File: config.mk
export PLATFORM = sky130hd
export DESIGN_NAME = jump_flag_serializer
export DESIGN_NICKNAME = d
export VERILOG_FILES = /design/src/rtl/jump_flag_serializer_pkg.sv /design/src/rtl/jump_flag_fifo.sv /design/src/rtl/jump_flag_serializer.sv
export SDC_FILE = /design/constraint.sdc
export NUM_CORES = 1
export LEC_CHECK = 0
export BUFFER_PORTS_ARGS = -buffer_cell sky130_fd_sc_hd__buf_2
export CAP_MARGIN = 10
export CORE_MARGIN = 5
export CORE_UTILIZATION = 43
export CTS_CLUSTER_SIZE = 16
export DETAILED_ROUTE_END_ITERATION = 10
export SLEW_MARGIN = 25
export SYNTH_ARGS = -nofsm -noshare
export SYNTH_HDL_FRONTEND = slang
export SYNTH_SLANG_ARGS = --single-unit
File: constraint.sdc
create_clock -name clk -period 2.4 [get_ports clk]
set_input_delay 0.72 -clock clk [delete_from_list [all_inputs] [get_ports clk]]
set_output_delay 0.72 -clock clk [all_outputs]
set_load 0.05 [all_outputs]
File: src/rtl/jump_flag_serializer_pkg.sv
// Shared encodings for the jump-flag serializer: FSM states, idle line level, reset polarity.
// The PARITY encoding is only reachable when JUMP_FLAG_PARITY_EN is defined.
package jump_flag_serializer_pkg;

   localparam logic [2:0] ST_IDLE   = 3'd0;
   localparam logic [2:0] ST_START  = 3'd1;
   localparam logic [2:0] ST_DATA   = 3'd2;
   localparam logic [2:0] ST_PARITY = 3'd3;
   localparam logic [2:0] ST_STOP   = 3'd4;

   localparam logic LINE_IDLE = 1'b1;
   localparam logic RstEnable = 1'b1;

   function automatic logic even_parity(input logic [7:0] b);
      return ^b;
   endfunction

endpackage

File: src/rtl/jump_flag_fifo.sv
// Synchronous FIFO with wrap-bit pointers; dout_o shows the head combinationally.
// Zero-latency read, one-cycle write; push ignored when full, pop ignored when empty.
module jump_flag_fifo
#(
   parameter int WIDTH = 8,
   parameter int DEPTH = 4
) (
   input  logic             clk,
   input  logic             rst,
   input  logic             push_i,
   input  logic             pop_i,
   input  logic [WIDTH-1:0] din_i,
   output logic [WIDTH-1:0] dout_o,
   output logic             full_o,
   output logic             empty_o
);
   import jump_flag_serializer_pkg::*;

   localparam int AW = $clog2(DEPTH);
   localparam logic [AW:0] PTR_ONE = {{AW{1'b0}}, 1'b1};

   logic [AW:0]      wr_ptr_q, wr_ptr_d;
   logic [AW:0]      rd_ptr_q, rd_ptr_d;
   logic [WIDTH-1:0] mem_q [DEPTH];
   logic             do_push;
   logic             do_pop;

   assign full_o  = (wr_ptr_q[AW] != rd_ptr_q[AW]) &&
                    (wr_ptr_q[AW-1:0] == rd_ptr_q[AW-1:0]);
   assign empty_o = (wr_ptr_q == rd_ptr_q);
   assign dout_o  = mem_q[rd_ptr_q[AW-1:0]];

   // Both gates look at pre-edge state, so a full FIFO refuses a push even while popping.
   assign do_push = push_i && !full_o;
   assign do_pop  = pop_i && !empty_o;

   always_comb begin
      wr_ptr_d = wr_ptr_q;
      rd_ptr_d = rd_ptr_q;
      if (do_push) wr_ptr_d = wr_ptr_q + PTR_ONE;
      if (do_pop)  rd_ptr_d = rd_ptr_q + PTR_ONE;
   end

   always_ff @(posedge clk) begin
      if (rst == RstEnable) begin
         wr_ptr_q <= '0;
         rd_ptr_q <= '0;
      end else begin
         wr_ptr_q <= wr_ptr_d;
         rd_ptr_q <= rd_ptr_d;
      end
   end

   always_ff @(posedge clk) begin
      if (do_push) mem_q[wr_ptr_q[AW-1:0]] <= din_i;
   end

endmodule

File: src/rtl/jump_flag_serializer.sv
// Serializes buffered jump-flag bytes onto a UART-style line; optional even parity via JUMP_FLAG_PARITY_EN.
// Byte accepted at edge N is popped at N+1 and its start bit appears at N+2; frames run back to back.
// ready_o is simply !full; upstream holds valid_i/data_i until it is accepted.
module jump_flag_serializer
#(
   parameter int BIT_CYCLES = 16,
   parameter int FIFO_DEPTH = 4
) (
   input  logic       clk,
   input  logic       rst,
   input  logic       valid_i,
   input  logic [7:0] data_i,
   output logic       ready_o,
   output logic       tx_o,
   output logic       busy_o
);
   import jump_flag_serializer_pkg::*;

   localparam logic [15:0] BAUD_LAST = 16'(BIT_CYCLES - 1);

   logic [2:0]  state_q, state_d;
   logic [15:0] baud_q, baud_d;
   logic [2:0]  bit_q, bit_d;
   logic [7:0]  shift_q, shift_d;
   logic        tx_q, tx_d;
   logic        busy_q, busy_d;
   logic        baud_wrap;
   logic        fifo_pop;
   logic        fifo_full;
   logic        fifo_empty;
   logic [7:0]  fifo_dout;
`ifdef JUMP_FLAG_PARITY_EN
   logic        parity_q, parity_d;
`endif

   jump_flag_fifo #(
      .WIDTH (8),
      .DEPTH (FIFO_DEPTH)
   ) u_fifo (
      .clk     (clk),
      .rst     (rst),
      .push_i  (valid_i),
      .pop_i   (fifo_pop),
      .din_i   (data_i),
      .dout_o  (fifo_dout),
      .full_o  (fifo_full),
      .empty_o (fifo_empty)
   );

   assign ready_o   = !fifo_full;
   assign baud_wrap = (baud_q == BAUD_LAST);

   always_comb begin
      state_d  = state_q;
      baud_d   = baud_wrap ? '0 : baud_q + 16'd1;
      bit_d    = bit_q;
      shift_d  = shift_q;
      fifo_pop = 1'b0;
      case (state_q)
         ST_IDLE: begin
            baud_d = '0;
            bit_d  = '0;
            if (!fifo_empty) begin
               fifo_pop = 1'b1;
               state_d  = ST_START;
            end
         end
         ST_START: begin
            if (baud_wrap) state_d = ST_DATA;
         end
         ST_DATA: begin
            if (baud_wrap) begin
               shift_d = {1'b0, shift_q[7:1]};
               bit_d   = bit_q + 3'd1;
               if (bit_q == 3'd7) begin
`ifdef JUMP_FLAG_PARITY_EN
                  state_d = ST_PARITY;
`else
                  state_d = ST_STOP;
`endif
               end
            end
         end
`ifdef JUMP_FLAG_PARITY_EN
         ST_PARITY: begin
            if (baud_wrap) state_d = ST_STOP;
         end
`endif
         ST_STOP: begin
            // Chaining straight into START keeps queued frames gap-free.
            if (baud_wrap) begin
               if (!fifo_empty) begin
                  fifo_pop = 1'b1;
                  state_d  = ST_START;
               end else begin
                  state_d = ST_IDLE;
               end
            end
         end
         default: begin
            state_d = ST_IDLE;
            baud_d  = '0;
            bit_d   = '0;
         end
      endcase
      if (fifo_pop) shift_d = fifo_dout;
   end

   always_comb begin
      tx_d = LINE_IDLE;
      case (state_q)
         ST_START: tx_d = 1'b0;
         ST_DATA:  tx_d = shift_q[0];
`ifdef JUMP_FLAG_PARITY_EN
         ST_PARITY: tx_d = parity_q;
`endif
         default:  tx_d = LINE_IDLE;
      endcase
   end

   assign busy_d = (state_q != ST_IDLE) || !fifo_empty;

   always_ff @(posedge clk) begin
      if (rst == RstEnable) begin
         state_q <= ST_IDLE;
         baud_q  <= '0;
         bit_q   <= '0;
         shift_q <= '0;
         tx_q    <= LINE_IDLE;
         busy_q  <= 1'b0;
      end else begin
         state_q <= state_d;
         baud_q  <= baud_d;
         bit_q   <= bit_d;
         shift_q <= shift_d;
         tx_q    <= tx_d;
         busy_q  <= busy_d;
      end
   end

`ifdef JUMP_FLAG_PARITY_EN
   assign parity_d = fifo_pop ? even_parity(fifo_dout) : parity_q;

   always_ff @(posedge clk) begin
      if (rst == RstEnable) parity_q <= 1'b0;
      else                  parity_q <= parity_d;
   end
`endif

   assign tx_o   = tx_q;
   assign busy_o = busy_q;

endmodule

==> flow_summary.toml <==
[synthesis]
synth.avg_cell_area_sq_um = 11.6
synth_seq_cells = 72
synth_cell_types = 44
yosysSeqAreaShare_pct = 56.6
synth_cells = 269
ys_async_sr_fraction_pct = 0
synth_edf_count = 32
ys.flop_type = "dfxtp_1"
syn_area_sq_mm = 0.00311
yosysWarningCount = 0
syn-num-nets = 288

[clock_network]
cts_setup_buffers = 0
cts_tree = "yes"
ctsResizeCount = 0
holdBufCountCts = 0
clockRootBuffer = "clkbuf_8"
clock_path_buffers = 2
worstSkewPairLatency_ns = 0.35
clkSlewWorstSetupHoldPaths_ns = 0.07
cts_max_level = 3
cts_sinks = 72
numCtsBuffers = 9

[timing]
rsz0062_at_grt = "no"
fmax_ghz = 0.449
finalHoldViolCount = 0
relSlewSlack_pct = 66.1
finalSetupViolations = 0
finalCritPeriodShare_pct = 92.8
worst_pin_slew_ns = 0.508
hold_slack_ns = 0.469
tns_ns = 0
drv_slew = 0
clock_skew_ns = 0.00968
setup_ws_ns = 0.172
min_period_ns = 2.23

[layout]
nNetsFinal = 306
final_layout_size_suffix_gt1_share_pct = 16.8
final_cell_count_no_fill = 391
diodes = 0
stdcell_area_sq_mm = 0.00355
area_growth_pct = 14.0

[place]
dp_slack_ns = 0.317
dp.cells = 375
gp_congestion = 0.769
place_area_sq_mm = 0.00330
portBuffers = 13
hpwl_microns = 3760

[grt]
antenna_found_initial = 0
grt_pass1_wl_microns = 9630
grt_pass1_vias = 1978
grt_max_degree = 26
track_usage_pct = 13.9
grt_remaining_overflow = 0

[die]
die_area_sq_mm = 0.00904
ios = 14
start_util_pct = 43.6
placementRows = 31
coreArea_sq_mm = 0.00714
die_y_microns = 95.1
die_w_microns = 95.1

[detailed_routing]
drtAntennaViolNets = 0
route.vias.total = 2106
drc = 0
routed_wl_microns = 5510
wl_per_cell_microns = 14.1
drtIter0Drc = 103
via_per_inst = 5.39
drt-pass1-iter-count = 4

[pwr]
irDropWorstVdd_uv = 552
p_per_area_mw_per_mm2 = 922
leakagePower_nw = 1.17

[worst_setup_path]
cp-end-kind = "output port"
critPathMaxFanout = 6
crit_arrival_ns = 1.51
crit_type = "flop to output port"
cp-start-kind = "flop"
rrSetupSlack_ns = 0.29
cp.required_ns = 1.68

[status]
status = "finished clean"

[hold_path]
hold_class = "flop to flop"

[flow_run]
maxCapViolCount = 0
area by class of cell:
cell class / instances / area [sq um]
Clock buffer: 10 / 128
Clock inverter: 6 / 116
Fill cell: 658 / 3590
Inverter: 9 / 33.8
Multi-Input combinational cell: 175 / 1270
Sequential cell: 72 / 1760
Tap cell: 99 / 124
Timing Repair Buffer: 20 / 118
synthesized netlist by cell type, drive strengths merged, types with 3 or more instances:
library cell,instances,area share (%)
a21oi,17,2.7
a311oi,8,2.3
and2,5,1.0
clkbuf,12,1.4
dfxtp,40,26
edfxtp,32,31
ha,8,3.2
inv,9,1.1
mux4,8,5.8
nand2,7,0.84
nand3,15,2.4
nand4,3,0.60
nor2,17,2.1
nor3,11,1.8
o21ai,16,2.6
o41ai,3,0.84
or3,7,1.4
or4,6,1.7
xnor2,10,2.8
xor2,4,1.1
routing by layer:
metal | global-route usage [%] | part of all wire (%) | up-vias
met1 | 18.4 | 48 | 1003
met2 | 20.3 | 47 | 37
li1 | - | - | 1059
met4 | 5.41 | 1.1 | 0
met3 | 5.92 | 4.4 | 7
met5 | 0 | 0 | -
critical path: stages, from the launching register on:
cell     delay, ns
dfxtp_1       0.46
xor2_1        0.14
or3_1         0.35
buf_2         0.21
sequential cells by signal, indices dropped and copies added, names as in the netlist, named ones only:
signal           cells
u_fifo.mem_q        32
baud_q              16
shift_q              8
bit_q                3
state_q              3
u_fifo.rd_ptr_q      3
u_fifo.wr_ptr_q      3
busy_o               1
tx_o                 1
cells by family after synthesis:
logic type / count (synthesis) / synth area share (%)
mux: 9 / 6.11
flops: 72 / 56.6
simple gates: 86 / 15.2
fa+ha+maj: 8 / 3.22
xor+xnor: 14 / 3.94
buf+inv: 22 / 2.69
compound gates: 58 / 12.3
worst paths after layout:
| check | start | to | depth (start not counted) |
|---|---|---|---|
| hold / removal | baud_q[0]$_SDFF_PP0_ | baud_q[0]$_SDFF_PP0_ | 1 |
| setup reg to reg | baud_q[5]$_SDFF_PP0_ | u_fifo.rd_ptr_q[2]$_SDFFE_PP0P_ | 4 |
| hold reg to reg | baud_q[0]$_SDFF_PP0_ | baud_q[0]$_SDFF_PP0_ | 1 |
| setup / recovery | u_fifo.wr_ptr_q[1]$_SDFFE_PP0P_ | ready_o | 3 |
power breakdown:
| group | switching (mW) | internal (mW) |
|---|---|---|
| clock | 0.462 | 0.698 |
| combinational | 0.301 | 0.266 |
| sequential | 0.126 | 1.42 |
| total | 0.889 | 2.38 |
cell usage in the layout, fill, tap and decap left out, types with 9 or more instances in the layout:
master / synthesis / routed
a21oi_1: 17 / 17
buf_2: 1 / 13
clkbuf_8: 0 / 9
dfxtp_1: 40 / 40
edfxtp_1: 32 / 32
inv_1: 9 / 9
nand3_1: 15 / 15
nor2_1: 17 / 17
nor3_1: 11 / 11
o21ai_0: 16 / 16
xnor2_1: 10 / 10
through the flow:
stage	power (mW)	utilization, %
after floorplan	2.01	-
after global placement	2.14	46.3
after detailed placement	2.14	46.3
after CTS	3.32	49.7
after global routing	3.46	49.7
final	3.27	49.7
Note: power is estimated with default switching activity, not from simulation.
